--- src/rtl/seq_det_ctrl.sv ---
// seq_det_ctrl: word serializer feeding an overlapping programmable pattern matcher with match counter and threshold irq
// Ports: clk/rst (async active-low), cfg_we/cfg_pattern/cfg_len/cfg_thresh config write (idle only, bad writes pulse cfg_err),
// in_valid/in_data/in_ready word handshake, clr_cnt clears count and irq, busy while shifting,
// match_pulse/match_cnt/irq match reporting. Define SEQ_DET_CTRL_MATCH_POS_EN to add match_pos (bit_idx of the completing bit).
module seq_det_ctrl #(
  parameter int DATA_W = 8,
  parameter int PAT_W  = 4,
  parameter int CNT_W  = 8,
  parameter int LEN_W  = 3
) (
  input  logic                      clk,
  input  logic                      rst,
  input  logic                      cfg_we,
  input  logic [PAT_W-1:0]          cfg_pattern,
  input  logic [LEN_W-1:0]          cfg_len,
  input  logic [CNT_W-1:0]          cfg_thresh,
  input  logic                      in_valid,
  input  logic [DATA_W-1:0]         in_data,
  output logic                      in_ready,
  input  logic                      clr_cnt,
  output logic                      busy,
  output logic                      match_pulse,
  output logic [CNT_W-1:0]          match_cnt,
  output logic                      irq,
`ifdef SEQ_DET_CTRL_MATCH_POS_EN
  output logic [$clog2(DATA_W)-1:0] match_pos,
`endif
  output logic                      cfg_err
);
  localparam int IW = $clog2(DATA_W);
  typedef enum logic {IDLE, SHIFT} state_t;
  state_t state_q, state_d;
  logic [DATA_W-1:0] sh_q, sh_d;
  logic [IW-1:0] bit_idx_q, bit_idx_d, pos_q, pos_d;
  logic [PAT_W-1:0] hist_q, hist_d, pat_q, pat_d, mask;
  logic [LEN_W-1:0] fill_q, fill_d, len_q, len_d;
  logic [CNT_W-1:0] thr_q, thr_d, cnt_q, cnt_d;
  logic irq_q, irq_d, mp_q, mp_d, err_q, err_d;
  logic accept, shifting, cfg_ok, match, inc;
  assign in_ready    = state_q == IDLE || bit_idx_q == '0;
  assign busy        = state_q == SHIFT;
  assign match_pulse = mp_q;
  assign match_cnt   = cnt_q;
  assign irq         = irq_q;
  assign cfg_err     = err_q;
`ifdef SEQ_DET_CTRL_MATCH_POS_EN
  assign match_pos   = pos_q;
`endif
  always_comb begin
    mask = '0;
    for (int i = 0; i < PAT_W; i++) mask[i] = i < int'(len_q);
    accept    = in_valid && in_ready;
    shifting  = state_q == SHIFT;
    // config only lands while idle, so it never collides with a bit being consumed
    cfg_ok    = cfg_we && state_q == IDLE && cfg_len != '0 && cfg_len <= LEN_W'(PAT_W);
    pat_d     = cfg_ok ? cfg_pattern : pat_q;
    len_d     = cfg_ok ? cfg_len : len_q;
    thr_d     = cfg_ok ? cfg_thresh : thr_q;
    hist_d    = cfg_ok ? '0 : shifting ? (hist_q << 1) | PAT_W'(sh_q[DATA_W-1]) : hist_q;
    fill_d    = cfg_ok ? '0 : shifting && fill_q < LEN_W'(PAT_W) ? fill_q + 1'b1 : fill_q;
    match     = shifting && fill_d >= len_q && ((hist_d ^ pat_q) & mask) == '0;
    // a saturated counter only "increments" when clr_cnt restarts it at 1
    inc       = match && (clr_cnt || cnt_q != '1);
    cnt_d     = match && clr_cnt ? CNT_W'(1) : clr_cnt ? '0 : inc ? cnt_q + 1'b1 : cnt_q;
    irq_d     = inc && thr_q != '0 && cnt_d == thr_q ? 1'b1 : clr_cnt ? 1'b0 : irq_q;
    state_d   = accept ? SHIFT : shifting && bit_idx_q == '0 ? IDLE : state_q;
    sh_d      = accept ? in_data : shifting ? sh_q << 1 : sh_q;
    bit_idx_d = accept ? IW'(DATA_W - 1) : shifting ? bit_idx_q - 1'b1 : bit_idx_q;
    mp_d      = match;
    err_d     = cfg_we && !cfg_ok;
    pos_d     = match ? bit_idx_q : pos_q;
  end
  always_ff @(posedge clk or negedge rst)
    if (!rst) begin
      state_q   <= IDLE;
      sh_q      <= '0;
      bit_idx_q <= '0;
      hist_q    <= '0;
      fill_q    <= '0;
      pat_q     <= PAT_W'(4'b1010);
      len_q     <= LEN_W'(4);
      thr_q     <= '0;
      cnt_q     <= '0;
      irq_q     <= 1'b0;
      mp_q      <= 1'b0;
      err_q     <= 1'b0;
      pos_q     <= '0;
    end else begin
      state_q   <= state_d;
      sh_q      <= sh_d;
      bit_idx_q <= bit_idx_d;
      hist_q    <= hist_d;
      fill_q    <= fill_d;
      pat_q     <= pat_d;
      len_q     <= len_d;
      thr_q     <= thr_d;
      cnt_q     <= cnt_d;
      irq_q     <= irq_d;
      mp_q      <= mp_d;
      err_q     <= err_d;
      pos_q     <= pos_d;
    end
endmodule

--- config.mk ---
export PLATFORM = sky130hd
export DESIGN_NAME = seq_det_ctrl
export DESIGN_NICKNAME = d
export VERILOG_FILES = /design/src/rtl/seq_det_ctrl.sv
export SDC_FILE = /design/constraint.sdc
export NUM_CORES = 1
export LEC_CHECK = 0
export BUFFER_PORTS_ARGS = -buffer_cell sky130_fd_sc_hd__buf_2
export CORE_ASPECT_RATIO = 1.2
export CORE_MARGIN = 2
export CORE_UTILIZATION = 30
export DETAILED_ROUTE_END_ITERATION = 6
export HOLD_SLACK_MARGIN = 0.1
export SYNTH_ARGS = -nofsm -noshare
export SYNTH_HDL_FRONTEND = slang
export SYNTH_SLANG_ARGS = --single-unit
--- constraint.sdc ---
create_clock -name clk -period 9.5 [get_ports clk]
set_input_delay 0.475 -clock clk [delete_from_list [all_inputs] [get_ports clk]]
set_output_delay 0.475 -clock clk [all_outputs]
set_load 0.005 [all_outputs]
Word-level counts from Yosys, hierarchy flattened
Cells that the tools add are included.
{ "word_totals": {"inputBits": 28, "word_cells": 66, "out_inout_bits": 13, "register_bits": 45} }
{ "op_classes": {"eq_ne": 2, "n_reduce_logical": 23, "order_cmp": 7, "addsub": 3, "bitwise": 4, "muxes": 15} }
{ "ops": {"columns": ["cell", "n"], "rows": [
  ["8-bit two-way mux", 5],
  ["1-bit logical AND", 13],
  ["3-bit two-way mux", 4],
  ["8-bit by 1-bit adder with 8-bit output, second input constant", 1],
  ["8-bit == test", 1],
  ["4-bit two-way mux", 2],
  ["8-bit inequality test, second input constant", 1],
  ["8-bit nonzero test", 1],
  ["1-bit by 3-bit less-than comparator with 1-bit output, first input constant", 2],
  ["2-bit by 3-bit less-than comparator with 1-bit output, first input constant", 2],
  ["2-bit nonzero test", 3],
  ["4-bit bitwise AND", 1],
  ["4-bit zero test", 1],
  ["1-bit two-way mux", 4],
  ["4-bit by 1-bit bitwise OR with 4-bit output", 1],
  ["4-bit XOR", 1],
  ["3-bit by 1-bit adder with 3-bit output, second input constant", 1],
  ["3-bit >= comparator", 1],
  ["3-bit less-or-equal comparator, second input constant", 1],
  ["3-bit zero test", 1],
  ["3-bit less-than comparator, second input constant", 1],
  ["3-bit nonzero test", 1],
  ["3-bit by 1-bit subtractor with 3-bit output, second input constant", 1],
  ["1-bit logical OR", 2],
  ["2 further kinds", 2]
]} }

Depth between registers and ports, before layout
Gate-level depths: netlist of the first run.
{ "logic_depth": {"ltp_word": 16, "ltp_mapped": 14, "mapped_depth_nobuf": 12} }

Worst setup path after synthesis of the first run
Ideal clock, no wire load.
{ "synth_path": {"kind": "input-to-reg", "startpoint": "input port cfg_len[1]", "endpoint": "register irq_q, in the netlist irq", "stages": 13, "required_ps": 9397, "path_slack_ps": 5859, "n_path_buf": 1, "arrival_time_ps": 3538, "setup_time_ps": 103, "path_cell_list": "or3_4 -> and3_1 -> clkbuf_2 -> or2_2 -> ha_1 -> nand2b_1 -> a21o_1 -> a21o_1 -> o2111a_2 -> a311o_1 -> nand3_1 -> or4b_1 -> o41ai_2"} }
{ "synth_between": {"elab_chain_len": 15, "elab_cells_between_ends": 22, "cone_classes": "order compare: 2; eq/ne: 1; mux: 6; bitwise: 2; reduce/logical: 11"} }
{ "synth_lines": {"columns": ["item", "line", "text"], "rows": [
  ["start: declaration", "15", "input logic [LEN_W-1:0] cfg_len,"],
  ["parallel branches: the longest is 2 deep, another holds 3-bit less-or-equal comparator", null, null],
  ["1-bit logical AND *", "55", "cfg_ok = cfg_we && state_q == IDLE && cfg_len != '0 && cfg_len <= LEN_W'(PAT_W);"],
  ["4-bit two-way mux", "59", "hist_d = cfg_ok ? '0 : shifting ? (hist_q << 1) | PAT_W'(sh_q[DATA_W-1]) : hist_q;"],
  ["4-bit XOR", "61", "match = shifting && fill_d >= len_q && ((hist_d ^ pat_q) & mask) == '0;"],
  ["4-bit bitwise AND", "61", null],
  ["4-bit zero test", "61", null],
  ["1-bit logical AND *", "61", null],
  ["1-bit logical AND", "63", "inc = match && (clr_cnt || cnt_q != '1);"],
  ["8-bit two-way mux (3 in a row)", "64", "cnt_d = match && clr_cnt ? CNT_W'(1) : clr_cnt ? '0 : inc ? cnt_q + 1'b1 : cnt_q;"],
  ["8-bit == test", "65", "irq_d = inc && thr_q != '0 && cnt_d == thr_q ? 1'b1 : clr_cnt ? 1'b0 : irq_q;"],
  ["1-bit logical AND *", "65", null],
  ["1-bit two-way mux or 2-bit nonzero test (tied branches)", null, null],
  ["end signal: assignment", "98", "irq_q <= irq_d;"],
  ["end: declaration", "38", "logic irq_q, irq_d, mp_q, mp_d, err_q, err_d;"]
]} }
Mark *: on every way between the ends.
A chain may end at the register's enable or synchronous reset.

Final worst setup path of the first run
{ "layout_path": {"startpoint": "register state_q, in the netlist busy", "endpoint": "register irq_q, in the netlist irq"} }
{ "layout_between": {"elab_chain_len": 16, "elab_cells_between_ends": 25, "cone_classes": "order compare: 1; eq/ne: 1; mux: 8; bitwise: 3; reduce/logical: 12"} }
{ "layout_lines": {"columns": ["item", "line", "text"], "rows": [
  ["start: declaration", "32", "state_t state_q, state_d;"],
  ["start signal: assignment", "89", "state_q <= state_d;"],
  ["1-bit inverter", "55", null],
  ["1-bit logical AND (3 in a row)", "55", null],
  ["4-bit two-way mux", "59", null],
  ["4-bit XOR", "61", null],
  ["4-bit bitwise AND", "61", null],
  ["4-bit zero test", "61", null],
  ["1-bit logical AND *", "61", null],
  ["1-bit logical AND", "63", null],
  ["8-bit two-way mux (3 in a row)", "64", null],
  ["8-bit == test", "65", null],
  ["1-bit logical AND *", "65", null],
  ["1-bit two-way mux or 2-bit nonzero test (tied branches)", null, null]
]} }
Mark *: on every way between the ends. The rest lies on a longest branch, timed or not.

==> flow_summary.yaml, run 1 <==
floorplanning:
  die_area_um2: 8890
  die_h_um: 103
  start_util_pct: 30.5
  pin_count: 41
  die_x_um: 86.4
  core-area_um2: 8020
  rows: 36
synthesis:
  syn_area_per_cell_um2: 9.02
  async_flop_share_pct: 100
  synth_common_cells: "52 x nand2_1, 42 x dfrtp_1, 23 x nor2_1, 17 x inv_1, 12 x a31oi_1"
  synth_area_leaders: "dfrtp_1 43%, nand2_1 8.0%, ha_1 3.6%, nor2_1 3.5%, dfstp_2 3.2%"
  syn-cell-area_um2: 2440
  synth_flop_cell: "dfrtp_1"
  synth_cell_types: 48
  yosysTopAreaCellShare_pct: 43.0
  ys_ff_latch: 45
  yosysSeqAreaShare_pct: 46.2
  synth_edf_count: 0
  synth_area_leader_cell: "dfrtp_1"
  synth_warnings: 0
  synth.net_count: 306
  syn_inst: 271
  yosysMostFrequentCell: "nand2_1"
route:
  drtIter0Drc: 82
  vias: 2061
  met3_length_um: 327
  wire_per_inst_um: 13.2
  drc: 0
  routed_wl_um: 5290
  drtAntennaViolNets: 0
  highest_layer: "met4"
  first_pass_iters: 4
  viasPerCell: 5.13
  met1_length_um: 2250
  met2_length_um: 2610
power_and_ir_drop:
  ir_drop_v: 0.000129
  p_leak_uw: 0.00139
  power.total_uw: 802
  power.density_nw_per_um2: 283
sta:
  hold_violations: 0
  fin_crit_ps: 4410
  rsz0062_at_grt: "no"
  fin_tns_setup_ps: 0
  setup_viol: 0
  worst_slew_margin_rel_pct: 32.5
  slew_viol_final: 0
  fin_skew_ps: 6.40
  period_share_pct: 46.4
  tightest_slew_ps: 1010
  fmax_mhz: 227
critical_path:
  cp_max_fo: 26
  crit_type: "flop to flop"
  required_ps: 9700
  arrival_ps: 4610
  cp-start-kind: "flop"
  end_kind: "flop"
clocking:
  cts_tree: "yes"
  worstSkewPairLatency_ps: 300
  cts_buffer_depth: 2
  cts_resized: 0
  cts.sinks: 45
  cts.clk_slew.worst_paths_ps: 90
  cts_root_buffer: "clkbuf_8"
  cts-htree-levels: 2
  cts_made_buffers: 5
  cts_setup_buffers: 0
  hold_buffers: 0
layout:
  num-nets-final: 341
  drive_above_1_share_pct: 20.8
  area_growth_pct: 16.0
  diodes: 0
grt:
  track_usage_pct: 12.6
  grt_overflow: 0
  antenna_found_initial: 0
  first_global_vias: 2010
  grt_max_degree: 46
  grt_first_pass_wirelength_um: 8930
placement:
  hpwl_um: 3880
  gp_congestion: 0.825
  io_buffer_count: 40
flow_run:
  maxCapViolations: 0
status:
  status: "finished clean"
worst_hold_path:
  hold_path.class: "primary input to asynchronous set/reset pin"
## cell type report
type	count	area, um^2
tap	95	119
multi-input combinational	197	1200
clock buffer	6	82.6
sequential	45	1130
fill	828	5180
clock inverter	2	37.5
timing repair buffer	40	200
inverter	17	63.8
## cell usage in the layout, fill, tap and decap left out, types with 2 or more instances in the layout
cell	instances
a21o_1	3
a21oi_1	11
a31oi_1	12
a31oi_2	3
and3_1	2
buf_2	40
clkbuf_8	6
dfrtp_1	42
dfstp_2	3
ha_1	7
inv_1	17
mux2_2	2
mux2i_1	7
nand2_1	52
nand2b_1	5
nand3_1	7
nand4_1	2
nor2_1	23
nor2b_1	6
nor3_1	9
o21ai_0	6
o22ai_1	8
xnor2_1	6
xor2_1	4
## layer usage
metal	GRT usage (%)	up-vias
met5	0	-
met4	4.69	0
met3	2.88	13
met2	21.8	67
met1	15.2	972
li1	-	1009
## flip-flops by register name, summed over array words and instances, names as in the netlist
signal / count
bit_idx_q: 3
fill_q: 3
thr_q: 8
cfg_err: 1
match_pulse: 1
hist_q: 4
len_q: 3
busy: 1
irq: 1
pat_q: 4
sh_q: 8
match_cnt: 8
## cells by family after synthesis
| family | after synthesis | synth area share [%] |
|---|---|---|
| adder cells (fa/ha/maj) | 7 | 3.58 |
| buffers and inverters | 29 | 4.55 |
| flip-flops | 45 | 46.2 |
| multiplexers | 9 | 3.79 |
| AO/OA/AOI/OAI | 55 | 16.5 |
| AND/OR/NAND/NOR | 116 | 21.8 |
| XOR/XNOR | 10 | 3.58 |
## path summary, 6_finish.rpt
path / from / cells past startpoint / end / slack (ps)
worst min-delay path: rst / 1 / match_cnt[3] / 350
worst max register to register: busy / 12 / irq / 5090
worst max-delay path: busy / 12 / irq / 5090
max in group asynchronous: rst / 1 / sh_q[6] / 8530
worst min register to register: pat_q[3] / 2 / pat_q[3] / 470
min in group clk: cfg_pattern[1] / 3 / pat_q[1] / 360
## power by group
group          internal [uW]  total [uW]  switching (uW)
clock network           85.6         152            66.5
logic                    145         319             174
registers                268         330            62.7
total                    498         802             303
## metrics by stage
stage / area (um^2) / hold WS [ps] / std cells / utilization (%) / setup slack, ps
after floorplan: 2440 / 179 / 271 / - / 5860
after global placement: 2720 / 460 / 394 / 33.9 / 5190
after detailed placement: 2720 / 466 / 394 / 33.9 / 5110
after CTS: 2840 / 352 / 402 / 35.4 / 5090
after global routing: 2840 / 360 / 402 / 35.4 / 4810
final: 2840 / 351 / 402 / 35.4 / 5090
## critical path, stage by stage (launching register included)
cell and delay, ps:
dfrtp_1 940, nor2b_1 260, and3_1 520, or2_2 420, ha_1 290, nand2b_1 140, a21o_1 170, a21o_1 190
o2111a_2 220, a311o_1 320, nand3_1 90, or4b_1 460, o41ai_2 300
Note: power is estimated with default switching activity, not from simulation.
==> run 2: changes to the inputs <==
Settings changed: ABC_AREA set to 1.
Clock period 9.5 ns to 3.9 ns, I/O delays scaled along.
==> run 2 against run 1 <==
Cell count increased by 12%; clock skew increased by 5.7 ps; clock power rose by 140%; final area grew 0.88%; synthesized cell count increased by 17%; die area increased by 1.2%; power up 150%; global-route usage barely moved; highest routed layer unchanged.
==> flow_summary.yaml, run 2 <==
layout:
  final_util_pct: 35.5
  diodes: 0
  multi_input_area_um2: 1050
  nFillCells: 835
  num-nets-final: 391
  layout_common_cells: "84 x nand2_1, 58 x inv_1, 42 x dfrtp_1, 40 x buf_2, 24 x nand3_1"
  drive_above_1_share_pct: 18.2
  area_growth_pct: 15.6
  final-seq-area_um2: 1130
  final_common_cell: "nand2_1"
  fin_cells: 452
critical_path:
  critical_path.startpoint: "busy"
  cp-start-kind: "flop"
  crit-reg2reg-capture: "irq"
  cp_max_fo: 20
  reg2reg_slack_ps: 690
  cpMostUsedCell: "nand2_1"
  crit_type: "flop to flop"
  path_cells: "nor2_4 -> nand3_2 -> nand2_1 -> inv_1 -> ha_1 -> nand2_1 -> o211ai_1 -> nand2_1 -> inv_1 -> nand2_1 -> nor2_4 -> nand3_1 -> nand2_1 -> nand3_1 -> nand2_1 -> nand2_1 -> inv_1 -> nand2_1 -> nor2_1 -> nand2_1 -> nand2_1"
  end_kind: "flop"
  crit_end: "irq"
  cpMaxStageDelayCell: "dfrtp_1"
  r2r_start: "busy"
  arrival_ps: 3450
  max_stage_delay_ps: 550
  rr_worst_depth: 21
  required_ps: 4140
synthesis:
  ys_ff_latch: 45
  synth_flop_cell: "dfrtp_1"
  yosysMostFrequentCell: "nand2_1"
  syn_inst: 317
  synth_area_leader_cell: "dfrtp_1"
  yosysSeqAreaShare_pct: 45.6
  syn_area_per_cell_um2: 7.81
  synth_edf_count: 0
  synth_common_cells: "84 x nand2_1, 58 x inv_1, 42 x dfrtp_1, 24 x nand3_1, 22 x nor2_1"
  synth_cell_types: 29
  synth.net_count: 352
  yosysTopAreaCellShare_pct: 42.4
  async_flop_share_pct: 100
  syn-cell-area_um2: 2480
  synth_area_leaders: "dfrtp_1 42%, nand2_1 13%, inv_1 8.8%, nand3_1 4.9%, nand4_1 3.8%"
  synth_warnings: 0
clocking:
  worstSkewPairLatency_ps: 300
  cts_setup_buffers: 0
  cts.sinks: 45
  cts_root_buffer: "clkbuf_8"
  hold_buffers: 1
  cts_resized: 0
  cts_tree: "yes"
  cts-htree-levels: 2
  cts.clk_slew.worst_paths_ps: 90
  cts_buffer_depth: 2
  cts_made_buffers: 5
placement:
  dp_cells: 443
  hpwl_um: 4020
  io_buffer_count: 40
  gp_congestion: 0.774
grt:
  grt_max_degree: 46
  first_global_vias: 2107
  antenna_found_initial: 0
  track_usage_pct: 12.6
  grt_overflow: 0
  grt_first_pass_wirelength_um: 9230
route:
  drtIter0Drc: 73
  vias: 2151
  drc: 0
  viasPerCell: 4.76
  wire_per_inst_um: 12.1
  routed_wl_um: 5460
  first_pass_iters: 4
  drtAntennaViolNets: 0
power_and_ir_drop:
  power.density_nw_per_um2: 700
  p_seq_share_pct: 39.1
  p_int_uw: 1180
  ir_drop_v: 0.000305
  combPwrFrac_pct: 42.5
  switching_share_pct: 40.8
  power_switching_uw: 818
  p_leak_uw: 0.00159
  clkPwrFrac_pct: 18.3
floorplanning:
  pin_count: 41
  start_util_pct: 30.7
  die_area_um2: 9000
  rows: 36
  die_h_um: 104
  core-area_um2: 8060
  die_x_um: 86.9
sta:
  hold_violations: 0
  slew_viol_final: 0
  rsz0062_at_grt: "no"
  worst_slew_margin_rel_pct: 32.7
  tightest_slew_ps: 1010
  setup_viol: 0
  period_share_pct: 82.2
  fmax_mhz: 312
  fin_skew_ps: 12.1
  fin_tns_setup_ps: 0
  fin_crit_ps: 3210
status:
  status: "finished clean"
flow_run:
  maxCapViolations: 0
worst_hold_path:
  hold_path.class: "primary input to asynchronous set/reset pin"
run 2: changes by cell type in the layout (fill, tap and decap cells not counted), sizes merged, moves of 5 or more:
| cell | previous run | this run |
|---|---|---|
| o211ai | 0 | 5 |
| nor3 | 9 | 3 |
| nand2 | 52 | 84 |
| inv | 17 | 60 |
| nor2b | 6 | 0 |
| nand3 | 7 | 28 |
| a31oi | 15 | 0 |
| nand2b | 5 | 0 |
| nand4 | 2 | 16 |
| o22ai | 8 | 0 |
| mux2i | 7 | 0 |
run 2: cell families after synthesis:
family,synth area share [%]
XOR/XNOR,1.06
AND/OR/NAND/NOR,29.3
adder cells (fa/ha/maj),3.54
buffers and inverters,11.8
flip-flops,45.6
AO/OA/AOI/OAI,7.73
multiplexers,0.909
run 2: through the flow:
stage / hold slack, ps / worst slack (ps) / area, um^2 / power, uW
after floorplan: -101 / 1210 / 2480 / 1480
after global placement: 407 / 798 / 2740 / 1620
after detailed placement: 414 / 689 / 2740 / 1650
after CTS: 101 / 675 / 2860 / 2030
after global routing: 124 / 339 / 2860 / 2200
final: 47.4 / 693 / 2860 / 2000
run 2: layout make-up:
type	count	area share (%)
Sequential cell	45	39.5
Multi-Input combinational cell	202	36.8
Inverter	60	7.87
Timing Repair Buffer	42	7.61
Tap cell	95	4.15
Clock buffer	7	3.02
Clock inverter	1	1.05
run 2: worst min path at each step:
stage	from	to	cells past startpoint
after floorplan	rst	bit_idx_q[0]	0
after detailed placement	cfg_we	cfg_err	3
after CTS	in_data[2]	sh_q[2]	3
final	rst	match_pulse	1
after global routing	in_data[0]	sh_q[0]	3
after global placement	in_data[0]	sh_q[0]	3
run 2: per-layer routing:
metal  track usage, %  routed length (um)
met1             14.9                2460
met2             22.0                2730
met3             3.03                 231
met4             3.68                  41
met5                0                   0
run 2: power by group through the flow:
stage                     Sequential (uW)  Combinational [uW]  Clock [uW]
final                                 784                 852         367
after global routing                  806                1000         395
after CTS                             785                 861         380
after detailed placement              792                 857           0
after global placement                786                 834           0
after floorplan                       750                 726           0
run 2: worst max-delay path: cells and delay by family, from the launching register on:
kind                     cells  cell delay [ps]
flip-flops                   1              550
AO/OA/AOI/OAI                1              160
buffers and inverters        3              170
adder cells (fa/ha/maj)      1              310
AND/OR/NAND/NOR             16             1980
==> run 3: changes to the inputs <==
Clock period 3.9 ns to 2.7 ns, I/O delays scaled along.
==> run 3 against run 2 <==
The flow now finishes with violations (negative setup slack); critical path depth shrank 1; first-iteration DRC count grew 6.8%; via count grew 4.9%; sequential power grew 43%; core utilization grew 4.7 points.
==> flow_summary.yaml, run 3 (same netlist as run 2, synthesis figures left out) <==
power_and_ir_drop:
  power.total_uw: 3220
  power.density_nw_per_um2: 996
  ir_drop_v: 0.000449
  p_int_uw: 1910
  combPwrFrac_pct: 48.9
  clkPwrFrac_pct: 16.3
  p_seq_share_pct: 34.8
  switching_share_pct: 40.8
  p_leak_uw: 0.00176
  power_switching_uw: 1310
floorplanning:
  pin_count: 41
  core-area_um2: 8060
  die_area_um2: 9000
  die_h_um: 104
  rows: 36
  start_util_pct: 30.7
  die_x_um: 86.9
clocking:
  cts_tree: "yes"
  cts-htree-levels: 2
  worstSkewPairLatency_ps: 290
  cts.clk_slew.worst_paths_ps: 80
  cts.sinks: 45
  cts_buffer_depth: 2
  cts_made_buffers: 5
  cts_root_buffer: "clkbuf_8"
critical_path:
  path_cells: "ha_1 -> mux2_2 -> nand2_2 -> inv_2 -> ha_4 -> nand2_1 -> o211ai_1 -> nand2_1 -> inv_2 -> nand2_4 -> nor2_4 -> buf_4 -> nand4_1 -> nand3_1 -> nand2_1 -> nand2_1 -> nand2_1 -> nor2_1 -> nand2_1 -> nand2_1"
  crit_type: "flop to flop"
  critical_path.startpoint: "fill_q[0]"
  cpMaxStageDelayCell: "dfrtp_1"
  max_stage_delay_ps: 390
  rr_worst_depth: 20
  crit-reg2reg-capture: "irq"
  reg2reg_slack_ps: -70
  r2r_start: "fill_q[0]"
  arrival_ps: 3010
  cp-start-kind: "flop"
  cp_max_fo: 5
  cp_top_family: "simple AND/OR/NAND/NOR gates"
  cpMostUsedCell: "nand2_1"
  required_ps: 2940
  cp.depth: 20
  end_kind: "flop"
  critPathBufInv: 3
layout:
  final_common_cell: "nand2_1"
  diodes: 0
  drive_above_1_share_pct: 22.8
  layout_common_cells: "81 x nand2_1, 56 x inv_1, 42 x dfrtp_1, 40 x buf_2, 23 x nand3_1"
  area_growth_pct: 30.7
  stdcell_area_um2: 3240
  num-nets-final: 429
worst_hold_path:
  holdPathStages: 3
  hold_end: "pat_q[0]"
  worstHoldStart: "cfg_pattern[0]"
  hold_path.class: "primary input to flop"
placement:
  placed_cell_area_um2: 2830
  io_buffer_count: 40
  dpl_worst_slack_ps: -129
  gp_congestion: 0.799
  hpwl_um: 4180
route:
  vias: 2256
  drtIter0Drc: 78
  drc: 0
  viasPerCell: 4.60
  routed_wl_um: 5860
  drtAntennaViolNets: 0
  first_pass_iters: 4
  wire_per_inst_um: 12.0
grt:
  grt_first_pass_wirelength_um: 10200
  antenna_found_initial: 0
  grt_max_degree: 46
  grt_overflow: 0
  track_usage_pct: 13.7
  first_global_vias: 2338
sta:
  fin_crit_ps: 2770
  tightest_slew_ps: 1010
  worst_slew_margin_rel_pct: 32.6
  period_share_pct: 103
  fin_skew_ps: 4.14
  hold_violations: 0
  fin_tns_setup_ps: -70.8
  slew_viol_final: 0
  worst_slack_ps: -70.8
  fmax_mhz: 361
  rsz0062_at_grt: "yes"
  setup_viol: 1
  whs_ps: 111
status:
  violations: "negative setup slack"
  status: "finished, violations left"
flow_run:
  maxCapViolations: 0
run 3: area by class of cell:
cell class                 count  area, um^2
clock buffer                   7        86.3
multi-input combinational    203        1100
clock inverter                 1        30.0
fill                         826        4830
inverter                      60         225
timing repair buffer          79         549
tap                           95         119
sequential                    45        1130
run 3: power groups by stage:
stage | sequential, uW | combinational, uW | clock (uW)
after floorplan | 1080 | 1050 | 0
after global placement | 1130 | 1310 | 0
after detailed placement | 1140 | 1370 | 0
after CTS | 1130 | 1500 | 549
after global routing | 1150 | 1810 | 565
final | 1120 | 1580 | 526
run 3: worst register-to-register path, cell delays in order (launching register included):
cell and delay (ps):
dfrtp_1 390, ha_1 300, mux2_2 270, nand2_2 60, inv_2 50, ha_4 260, nand2_1 40, o211ai_1 160
nand2_1 80, inv_2 70, nand2_4 60, nor2_4 190, buf_4 150, nand4_1 100, nand3_1 130, nand2_1 50
nand2_1 60, nand2_1 50, nor2_1 120, nand2_1 70, nand2_1 50
run 3: timing repair:
item / in CTS / in global routing
hold endpoints to repair: 62 / 0
gates resized for setup: 6 / 4
hold buffers: 21 / 0
cloned: 1 / 0
pin swaps: 6 / 10
endpoints found under the setup margin: 1 / 5
setup buffers: 1 / 4
run 3: how the worst max path moves through the flow:
stage          slack, ps   to
2_1_floorplan         10  irq
3_3_place_gp         -20  irq
3_5_place_dp        -130  irq
4_1_cts             -100  irq
5_1_grt             -280  irq
6_report             -70  irq
run 3: routing by layer:
metal | up-vias | part of all wire, % | GRT usage, %
met5 | - | 0 | 0
li1 | 1163 | - | -
met2 | 51 | 52 | 24.9
met4 | 0 | 1.3 | 3.13
met1 | 1031 | 43 | 16.0
met3 | 11 | 4.0 | 2.87
run 3: through the flow:
| stage | instances | util [%] |
|---|---|---|
| floorplan | 317 | - |
| global placement | 455 | 35.0 |
| detailed placement | 455 | 35.0 |
| CTS | 486 | 39.6 |
| global route | 490 | 40.1 |
| finish | 490 | 40.1 |
